--- src/rtl/cpu_pkg.sv ---
// Shared definitions for the 8-bit multi-cycle CPU:
// opcodes, instruction fields and sequencer states.
package cpu_pkg;

  localparam int NUM_REGS = 4;
  localparam int REG_AW   = $clog2(NUM_REGS);

  localparam logic [2:0] OP_ADD  = 3'b000;
  localparam logic [2:0] OP_AND  = 3'b001;
  localparam logic [2:0] OP_NOT  = 3'b010;
  localparam logic [2:0] OP_LDI  = 3'b011;
  localparam logic [2:0] OP_JZ   = 3'b100;
  localparam logic [2:0] OP_JMP  = 3'b101;
  localparam logic [2:0] OP_OUT  = 3'b110;
  localparam logic [2:0] OP_HALT = 3'b111;

  localparam int OP_HI = 7;
  localparam int OP_LO = 5;
  localparam int RD_HI = 4;
  localparam int RD_LO = 3;
  localparam int RS_HI = 2;
  localparam int RS_LO = 1;

  typedef enum logic [2:0] {
    S_IDLE,
    S_FETCH,
    S_FETCH_IMM,
    S_EXEC,
    S_HALT
  } state_t;

  function automatic logic needs_imm(input logic [2:0] op);
    return (op == OP_LDI) || (op == OP_JZ) || (op == OP_JMP);
  endfunction

  function automatic logic is_alu(input logic [2:0] op);
    return (op == OP_ADD) || (op == OP_AND) || (op == OP_NOT);
  endfunction

endpackage

--- src/rtl/cpu_regfile.sv ---
// 4-entry register file: two async read ports,
// one synchronous write port, async active-low clear.
module cpu_regfile
  import cpu_pkg::*;
#(
  parameter int WIDTH = 8
) (
  input  logic              clk,
  input  logic              rst_n,
  input  logic [REG_AW-1:0] ra,
  input  logic [REG_AW-1:0] rb,
  output logic [WIDTH-1:0]  rdata_a,
  output logic [WIDTH-1:0]  rdata_b,
  input  logic              we,
  input  logic [REG_AW-1:0] wa,
  input  logic [WIDTH-1:0]  wdata
);

  logic [WIDTH-1:0] regs [NUM_REGS];

  always_ff @(posedge clk or negedge rst_n) begin
    if (!rst_n) begin
      for (int i = 0; i < NUM_REGS; i++) begin
        regs[i] <= '0;
      end
    end else if (we) begin
      regs[wa] <= wdata;
    end
  end

  assign rdata_a = regs[ra];
  assign rdata_b = regs[rb];

endmodule

--- src/rtl/cpu_control.sv ---
// Multi-cycle fetch/execute sequencer driving an
// external combinational ALU over a req/valid fetch port.
module cpu_control
  import cpu_pkg::*;
#(
  parameter int WIDTH      = 8,
  parameter int ADDR_WIDTH = 8
) (
  input  logic                  clk,
  input  logic                  rst_n,
  output logic                  mem_req,
  output logic [ADDR_WIDTH-1:0] mem_addr,
  input  logic                  mem_valid,
  input  logic [7:0]            mem_rdata,
  output logic [2:0]            alu_opcode,
  output logic [WIDTH-1:0]      alu_a,
  output logic [WIDTH-1:0]      alu_b,
  input  logic [WIDTH-1:0]      alu_res,
  input  logic                  alu_zero,
  input  logic                  alu_ovf,
  output logic [WIDTH-1:0]      out_data,
  output logic                  out_valid,
  output logic                  flag_zero,
  output logic                  flag_ovf,
  output logic                  halted
);

  state_t                state;
  logic [ADDR_WIDTH-1:0] pc;
  logic [7:0]            ir;

  logic [2:0]        op;
  logic [REG_AW-1:0] rd;
  logic [REG_AW-1:0] rs;

  logic              rf_we;
  logic [WIDTH-1:0]  rf_wdata;
  logic [REG_AW-1:0] rf_ra;
  logic [WIDTH-1:0]  rdata_a;
  logic [WIDTH-1:0]  rdata_b;

  logic [ADDR_WIDTH-1:0] imm_addr;
  logic                  in_exec;

  assign op = ir[OP_HI:OP_LO];
  assign rd = ir[RD_HI:RD_LO];
  assign rs = ir[RS_HI:RS_LO];

  // Fetch port follows state directly so reset drops it at once.
  assign mem_req  = (state == S_FETCH) || (state == S_FETCH_IMM);
  assign mem_addr = pc;
  assign halted   = (state == S_HALT);

  assign in_exec  = (state == S_EXEC);
  assign imm_addr = ADDR_WIDTH'(mem_rdata);

  // NOT reads its single source through port a.
  assign rf_ra = (op == OP_NOT) ? rs : rd;

  cpu_regfile #(
    .WIDTH(WIDTH)
  ) u_regfile (
    .clk     (clk),
    .rst_n   (rst_n),
    .ra      (rf_ra),
    .rb      (rs),
    .rdata_a (rdata_a),
    .rdata_b (rdata_b),
    .we      (rf_we),
    .wa      (rd),
    .wdata   (rf_wdata)
  );

  always_comb begin
    alu_opcode = OP_HALT;
    alu_a      = '0;
    alu_b      = '0;
    if (in_exec) begin
      alu_opcode = op;
      alu_a      = rdata_a;
      alu_b      = rdata_b;
    end
  end

  always_comb begin
    rf_we    = 1'b0;
    rf_wdata = alu_res;
    unique case (1'b1)
      in_exec && is_alu(op): rf_we = 1'b1;
      (state == S_FETCH_IMM) && mem_valid && (op == OP_LDI): begin
        rf_we    = 1'b1;
        rf_wdata = WIDTH'(mem_rdata);
      end
      default: ;
    endcase
  end

  always_ff @(posedge clk or negedge rst_n) begin
    if (!rst_n) begin
      state     <= S_IDLE;
      pc        <= '0;
      ir        <= '0;
      flag_zero <= 1'b0;
      flag_ovf  <= 1'b0;
      out_data  <= '0;
      out_valid <= 1'b0;
    end else begin
      out_valid <= 1'b0;
      unique case (state)
        S_IDLE: state <= S_FETCH;
        S_FETCH: begin
          if (mem_valid) begin
            ir    <= mem_rdata;
            pc    <= pc + ADDR_WIDTH'(1);
            state <= needs_imm(mem_rdata[OP_HI:OP_LO])
                     ? S_FETCH_IMM : S_EXEC;
          end
        end
        S_FETCH_IMM: begin
          if (mem_valid) begin
            state <= S_FETCH;
            unique case (1'b1)
              op == OP_JMP:              pc <= imm_addr;
              (op == OP_JZ) && flag_zero: pc <= imm_addr;
              default:                   pc <= pc + ADDR_WIDTH'(1);
            endcase
          end
        end
        S_EXEC: begin
          if (is_alu(op)) begin
            flag_zero <= alu_zero;
            flag_ovf  <= alu_ovf;
          end
          if (op == OP_OUT) begin
            out_data  <= rdata_b;
            out_valid <= 1'b1;
          end
          state <= (op == OP_HALT) ? S_HALT : S_FETCH;
        end
        S_HALT:  state <= S_HALT;
        default: state <= S_IDLE;
      endcase
    end
  end

endmodule

--- config.mk ---
export PLATFORM = sky130hd
export DESIGN_NAME = cpu_control
export DESIGN_NICKNAME = d
export VERILOG_FILES = /design/src/rtl/cpu_pkg.sv /design/src/rtl/cpu_regfile.sv /design/src/rtl/cpu_control.sv
export SDC_FILE = /design/constraint.sdc
export NUM_CORES = 1
export LEC_CHECK = 0
export BUFFER_PORTS_ARGS = -buffer_cell sky130_fd_sc_hd__buf_2
export CAP_MARGIN = 0
export CORE_ASPECT_RATIO = 1.25
export CORE_MARGIN = 1
export CORE_UTILIZATION = 60
export DETAILED_ROUTE_END_ITERATION = 8
export HOLD_SLACK_MARGIN = 0.12
export PLACE_DENSITY = 0.85
export SLEW_MARGIN = 20
export SYNTH_ARGS = -nofsm -noshare
export SYNTH_HDL_FRONTEND = slang
export SYNTH_SLANG_ARGS = --single-unit
export TNS_END_PERCENT = 10
--- constraint.sdc ---
create_clock -name clk -period 3.9 [get_ports clk]
set_clock_uncertainty 0.05 [all_clocks]
set_input_delay 0.195 -clock clk [delete_from_list [all_inputs] [get_ports clk]]
set_output_delay 0.195 -clock clk [all_outputs]
set_load 0.01 [all_outputs]
== Word level (Yosys, flattened, before mapping) ==
Index checks and enable logic that the tools add are counted.
Storage, ports and cells
  output and inout port bits: 40
  memories: 0
  word-level logic and storage cells: 81
  bits in read-only memories: 0
  bits in writable memories: 0
  bits in latches: 0
  input port bits: 21
  flip-flop bits (word level): 62
Cells by class
  shifts and indexed selects: 0
  eq/ne operators: 16
  mux-type cells: 26
  magnitude comparators: 4
  divide/modulo/power cells: 0
  add/subtract/negate cells: 1
  bitwise gates (word level): 3
  reductions and logical operators: 20
  multipliers: 0
Operators with widths (number)
  2-to-1 mux 8 bit: 11
  binary-select mux 8 bit (select 2 bit): 2
  bitwise mux 32 bit: 1
  == test 3 bit (second input constant): 7
  demux 8 bit (select 2 bit): 1
  case mux 8 bit (2 select lines): 1
  == test 3 x 2 -> 1 bit (second input constant): 5
  case mux 3 bit (5 select lines): 1
  2-to-1 mux 3 bit: 4
  >= comparator 3 bit (second input constant): 3
  inverter 2 -> 3 bit: 3
  adder 8 x 1 -> 8 bit (second input constant): 1
  AND reduction 2 bit: 4
  == test 3 x 1 -> 1 bit (second input constant): 2
  zero test 3 bit: 2
  logical AND 1 bit: 5
  logical OR 1 bit: 5
  2-to-1 mux 1 bit: 4
  inequality test 2 bit (second input constant): 2
  OR reduction 2 bit: 2
  less-than comparator 3 x 1 -> 1 bit (second input constant): 1
  AND reduction 3 bit: 1
  2-to-1 mux 2 bit: 1
  nonzero test 2 bit: 1

== Logic depth before layout (Yosys ltp) ==
Gate-level depths: netlist of run 1.
  word-level depth: 7
  gate-level depth with buffers: 6
  depth with buffers taken out: 5

== Hierarchy ==
Synthesis of run 1 repeated with hierarchy kept, for this count alone.
Unflattened totals
  cell total of the unflattened synthesis: 241
  area, all modules: 3229.3 µm²
Modules (own cells, without submodules)
  cpu_control: area an instance 1639.1 µm², seq. area each 725.7 µm², cells an instance 153, instances 1
  cpu_regfile: area an instance 1590.3 µm², seq. area each 800.8 µm², cells an instance 88, instances 1

== Worst setup path after synthesis of run 1 ==
No wires, ideal clock.
  path kind: flip-flop to output port
  start point: register ir[7]
  end point: output alu_a[5]
  slack: 1.996 ns
  arrival: 1.659 ns
  stages on the path, launching flop included: 6
  cells stage by stage: dfrtp_1 nor3b_4 mux2i_4 buf_8 mux2i_1 o22ai_1
Between the ends
  cells in the longest elaborated chain, start to end: 7
Ends and longest elaborated chain
  start, declared: RTL line cpu_control.sv:30  | logic [7:0] ir;
  start signal, assigned: RTL line cpu_control.sv:113  | ir <= mem_rdata;
  == test 3 x 2 -> 1 bit: RTL line cpu_control.sv:58  | assign rf_ra = (op == OP_NOT) ? rs : rd;
  2-to-1 mux 2 bit: RTL line cpu_control.sv:58
  inverter 2 -> 3 bit (implied by the code): RTL line cpu_regfile.sv:31  | assign rdata_a = regs[ra];
  binary-select mux 8 bit (select 2 bit): RTL line cpu_regfile.sv:31
  2-to-1 mux 8 bit (implied by the code) (2 in series): RTL line cpu_regfile.sv:31
  2-to-1 mux 8 bit: RTL line cpu_control.sv:78  | if (in_exec) begin
  end, declared: RTL line cpu_control.sv:16  | output logic [WIDTH-1:0] alu_a,
Every way passes these cells. The select of a mux whose other input is x is not followed.

== Worst setup path in the final report of run 1 ==
  start point: register ir[6]
  end point: output alu_a[4]
Same word-level chain as after synthesis.

==> results of run 1 <==
layer usage:
| metal | track usage | vias to the layer above |
|---|---|---|
| li1 | - | 1192 |
| met1 | 0.380 | 1284 |
| met2 | 0.504 | 120 |
| met3 | 0.0478 | 16 |
| met4 | 0.126 | 0 |
| met5 | 0 | - |
cell type report:
class,count,area [um^2]
inverters,7,26.3
clock inverters,4,70.1
repair buffers,73,423
fillers,357,1260
well taps,62,77.6
flip-flops and latches,61,1530
multi-input cells,210,1570
clock buffers,12,155
state kept, by name, indices dropped and copies added, names as in the netlist:
name            cells
flag_ovf            1
ir                  7
out_valid           1
u_regfile.regs     32
state               3
flag_zero           1
mem_addr            8
out_data            8
logic make-up (layout without fill, tap and decap cells):
group,count (synthesis),count (layout),synth area share
compound gates,65,65,0.120
xor+xnor,1,1,0.00272
fa+ha+maj,1,1,0.00388
buf+inv,22,96,0.0396
flops,61,61,0.474
mux,59,59,0.225
simple gates,84,84,0.135
layout by cell type (no fill, tap or decap), drive strengths merged, types with 10 or more instances in the layout:
| master | count |
|---|---|
| buf | 63 |
| dfrtp | 61 |
| nand2 | 33 |
| mux2i | 33 |
| o21ai | 30 |
| mux2 | 18 |
| nor2 | 16 |
| a21oi | 12 |
| clkbuf | 12 |
| o22ai | 11 |
| dlygate4sd3 | 10 |
critical path, cell delays in order (launching register included):
cell and delay (ps):
dfrtp_1 530, nor3b_4 330, mux2i_4 760, mux2i_1 190, o22ai_1 220, buf_2 170
through the flow:
stage	total power [mW]	worst slack [ps]	util	std cells
2_1_floorplan	2.21	2000	-	293
6_report	3.26	1120	0.753	429
3_5_place_dp	2.60	1500	0.688	403
5_1_grt	3.48	965	0.753	429
4_1_cts	3.26	1100	0.752	429
3_3_place_gp	2.53	1560	0.688	403
timing repair:
item | in CTS | in global routing
setup endpoints to repair | 0 | 0
hold endpoints to repair | 70 | 0
hold buffers | 10 | 0
worst paths after layout:
check / start / to / slack [ps] / cells after the start
max: ir[6] / alu_a[4] / 1120 / 5
min: mem_valid / state[1] / 150 / 3
max reg2reg: state[0] / out_data[2] / 1610 / 4
min reg2reg: u_regfile.regs[13] / u_regfile.regs[13] / 450 / 2
max in group asynchronous: rst_n / flag_zero / 2800 / 3
min in group asynchronous: rst_n / u_regfile.regs[23] / 500 / 3
power by group through the flow:
stage	clock (mW)	combinational [mW]	sequential (mW)
detailed placement	0	1.34	1.26
floorplan	0	1.05	1.15
global route	0.671	1.50	1.30
finish	0.639	1.37	1.26
CTS	0.644	1.37	1.25
global placement	0	1.29	1.24
==> results.toml, run 1 <==
[die]
die_h_um = 83.9
row_count = 29
start_util = 0.630
die_w_um = 67.5
io_pins = 61
coreArea_um2 = 5120
dieArea_um2 = 5670

[critical_path]
endpoint_kind = "primary output"
cp.required_ps = 3650
critPathArrivalTime_ps = 2540
start_kind = "flip-flop"
worst-path-max-fanout = 16
crit_type = "reg2out"

[clock_tree]
cts_buffer_depth = 2
clock_latency_ps = 330
cts_setup_buffers = 0
cts_tree = "built"
htree_levels = 3
path_clk_slew_ps = 70
cts_resized = 0
ctsRootBufferMaster = "clkbuf_8"
cts.sinks = 61
cts_buffers = 9

[yosys]
syn_area_um2 = 3220
async_flop_share = 1.00
synth_cell_types = 48
synth_common_cells = "dfrtp_1, nand2_1, mux2i_1, o21ai_0, mux2_2"
synth-edff-count = 0
yosys.area.top_type = "dfrtp_1"
syn-num-nets = 315
synth.avg_cell_area_um2 = 11.0
synth_top_area_share = 0.474
ys.flop_type = "dfrtp_1"
syn_inst = 293
yosys_register_bits = 61
seq_area_frac_synth = 0.474
synth.top_cells.by_area = "dfrtp_1, mux2i_1, mux2_2"
yosysMostFrequentCell = "dfrtp_1"
yosys_warnings = 0

[route]
drtIter0Drc = 188
drt-pass1-iter-count = 4
viasPerCell = 6.09
wl_met1_mm = 3.08
ant_nets = 0
num_vias = 2612
wl_met2_mm = 4.15
wirelength_mm = 7.76
wl_per_cell_um = 18.1
drc = 0
dr.max_layer_used = "met4"
route.met3.wl_um = 378

[global_routing]
overflow = 0
antenna_found_initial = 0
first_global_vias = 2576
grt_pass1_wl_mm = 12.5
grt_use_total = 0.303
grt_max_degree = 62

[finish]
drive_gt1_frac = 0.313
postLayoutCellArea_um2 = 3850
antennaDiodeCount = 0
syn_to_final_growth_pct = 19.6
fin_nets = 384

[sta]
setup_tns_ps = 0
worst_hold_slack_ps = 148
hold_violations = 0
period_share = 0.713
worstMarginPinSlew_ps = 825
fin_crit_ps = 2780
setup_viol = 0
slew_headroom = 0.438
fmax_mhz = 359
drv_slew = 0
rsz0062_at_grt = "no"

[power_and_ir_drop]
p_int_mw = 1.99
swShare = 0.390
ir_drop_mv = 0.626
power_switching_mw = 1.27
clkPwrFrac = 0.196
combPwrFrac = 0.419
seq_power_share = 0.385
p_leak_nw = 1.81
power.density_nw_per_um2 = 847

[run_status]
outcome = "completed"

[worst_hold_path]
hp-class = "in2reg"

[placement]
post_dp_cell_area_um2 = 3520
dp.final_hpwl_mm = 5.05
port_buffers = 60
place.gp.congestion = 0.914

[run]
maxCapViolations = 0
(Power assumes the default switching activity.)
==> inputs of run 2 (changes only) <==
--- a/config.mk
+++ b/config.mk
@@ -5,14 +5,15 @@
 export SDC_FILE = /design/constraint.sdc
 export NUM_CORES = 1
 export LEC_CHECK = 0
+export ABC_AREA = 1
 export BUFFER_PORTS_ARGS = -buffer_cell sky130_fd_sc_hd__buf_2
 export CAP_MARGIN = 0
 export CORE_ASPECT_RATIO = 1.25
 export CORE_MARGIN = 1
-export CORE_UTILIZATION = 60
+export CORE_UTILIZATION = 50
 export DETAILED_ROUTE_END_ITERATION = 8
 export HOLD_SLACK_MARGIN = 0.12
-export PLACE_DENSITY = 0.85
+export PLACE_DENSITY = 0.76
 export SLEW_MARGIN = 20
 export SYNTH_ARGS = -nofsm -noshare
 export SYNTH_HDL_FRONTEND = slang
==> constraint.sdc (replaced) <==
create_clock -name clk -period 2.4 [get_ports clk]
set_clock_uncertainty 0.05 [all_clocks]
set_input_delay 0.12 -clock clk [delete_from_list [all_inputs] [get_ports clk]]
set_output_delay 0.12 -clock clk [all_outputs]
set_load 0.01 [all_outputs]
==> results.toml, run 2 <==
[finish]
final_common_cell = "nand2_1"
largest_reg_flops = 32
fillers = 624
postLayoutCellArea_um2 = 4150
regMostFlops = "u_regfile.regs"
antennaDiodeCount = 0
final_cell_mix = "nand2_1, dfrtp_1, buf_2"
fin_cells = 667
fin_nets = 599
drive_gt1_frac = 0.162
syn_to_final_growth_pct = 23.1

[clock_tree]
cts.sinks = 61
path_clk_slew_ps = 60
htree_levels = 3
cts_setup_buffers = 0
cts_buffers = 9
cts_buffer_depth = 2
cts_tree = "built"
ctsRootBufferMaster = "clkbuf_8"
clock_latency_ps = 330

[route]
viasPerCell = 5.24
ant_nets = 0
drtIter0Drc = 275
drt-pass1-iter-count = 5
drc = 0
num_vias = 3498
wl_per_cell_um = 13.6
wirelength_mm = 9.08

[yosys]
yosys.area.top_type = "dfrtp_1"
synth.top_cells.by_area = "dfrtp_1, nand2_1, inv_1"
synth_cell_types = 22
seq_area_frac_synth = 0.452
synth.avg_cell_area_um2 = 6.88
syn_area_um2 = 3380
yosys_warnings = 0
async_flop_share = 1.00
syn_inst = 491
syn-num-nets = 513
synth-edff-count = 0
yosys_register_bits = 61
yosysMostFrequentCell = "nand2_1"
synth_common_cells = "nand2_1, dfrtp_1, inv_1, nand3_1, o21ai_0"
ys.flop_type = "dfrtp_1"
synth_top_area_share = 0.452

[placement]
place.gp.congestion = 0.840
dp.final_hpwl_mm = 6.63
post_dp_cell_area_um2 = 3870
port_buffers = 60
place_ws_ps = 399
placedCellCount = 641

[sta]
drv_slew = 0
worstMarginPinSlew_ps = 650
setup_viol = 0
hold_violations = 0
setup_tns_ps = 0
finalWorstSetupSlack_ps = 235
slew_headroom = 0.567
rsz0062_at_grt = "no"
fin_crit_ps = 2170
fmax_mhz = 462
period_share = 0.902

[worst_hold_path]
hp-class = "in2reg"

[die]
row_count = 33
start_util = 0.517
die_h_um = 93.9
dieArea_um2 = 7090
die_w_um = 75.5
coreArea_um2 = 6520
io_pins = 61

[global_routing]
grt_pass1_wl_mm = 14.9
grt_max_degree = 36
overflow = 0
antenna_found_initial = 0
first_global_vias = 3256
grt_use_total = 0.283

[critical_path]
setup.worst_path.start = "ir[7]"
critPathArrivalTime_ps = 2000
rr_worst_depth = 8
crit_type = "reg2out"
worst-path-max-fanout = 16
reg2reg_setup_slack_ps = 420
cp.required_ps = 2230
reg2reg_to = "u_regfile.regs[18]"
critPathCapture = "alu_a[3]"
endpoint_kind = "primary output"
rr_startpoint = "state[2]"
start_kind = "flip-flop"

[power_and_ir_drop]
ir_drop_mv = 0.647
power.density_nw_per_um2 = 1300
p_leak_nw = 2.33

[run]
maxCapViolations = 0

[run_status]
outcome = "completed"
[run 2: cell type report]
type / instances / area (um^2) / area share
clock buffer: 12 / 155 / 0.0373
clock inverter: 2 / 10.0 / 0.00241
inverter: 60 / 225 / 0.0542
multi-input combinational: 357 / 1580 / 0.379
sequential: 61 / 1530 / 0.367
tap: 87 / 109 / 0.0262
timing repair buffer: 88 / 553 / 0.133
[run 2: power breakdown]
group          switching [mW]  internal, mW
clock network           0.366         0.416
registers               0.390          1.52
logic                    1.72         0.994
[run 2: worst min path at each step]
stage / depth (start not counted) / startpoint / endpoint
6_report: 5 / alu_res[4] / u_regfile.regs[4]
2_1_floorplan: 0 / rst_n / flag_ovf
3_5_place_dp: 1 / rst_n / out_data[5]
5_1_grt: 5 / alu_res[4] / u_regfile.regs[4]
4_1_cts: 5 / alu_res[4] / u_regfile.regs[4]
3_3_place_gp: 1 / rst_n / out_data[1]
[run 2: cell families (layout without fill, tap and decap cells)]
kind of cell	Yosys count	after routing	share of synthesized area
and+or+nand+nor	270	270	0.327
AOI/OAI and AO/OA	82	82	0.125
buffers and inverters	73	162	0.0819
DFF	61	61	0.452
xor gates and xnor gates	4	4	0.0104
adders and majority gates	1	1	0.00371
[run 2: critical path, cell delays in order (launching register included)]
cell,delay (ps)
dfrtp_1,440
inv_1,180
nand3_1,200
nand2_2,120
nand2_2,220
nand2_1,130
nand3_1,70
a21oi_1,150
buf_2,160
[run 2: repair_timing]
action | CTS | global route
setup endpoints to repair | 0 | 8
hold buffers | 12 | 0
resized for setup | 0 | 1
hold endpoints to repair | 42 | 0
[run 2: routing by layer]
metal	track usage	routed length (um)	vias up
met3	0.0483	445	19
met1	0.350	3850	1615
li1	-	-	1730
met2	0.465	4500	134
met5	0	0	-
met4	0.145	280	0
[run 2: metrics by stage]
step	utilization	hold slack [ps]	total power, mW
global route	0.637	186	5.93
floorplan	-	-226	3.66
detailed placement	0.593	127	4.59
finish	0.637	158	5.40
CTS	0.636	142	5.40
global placement	0.593	131	4.51
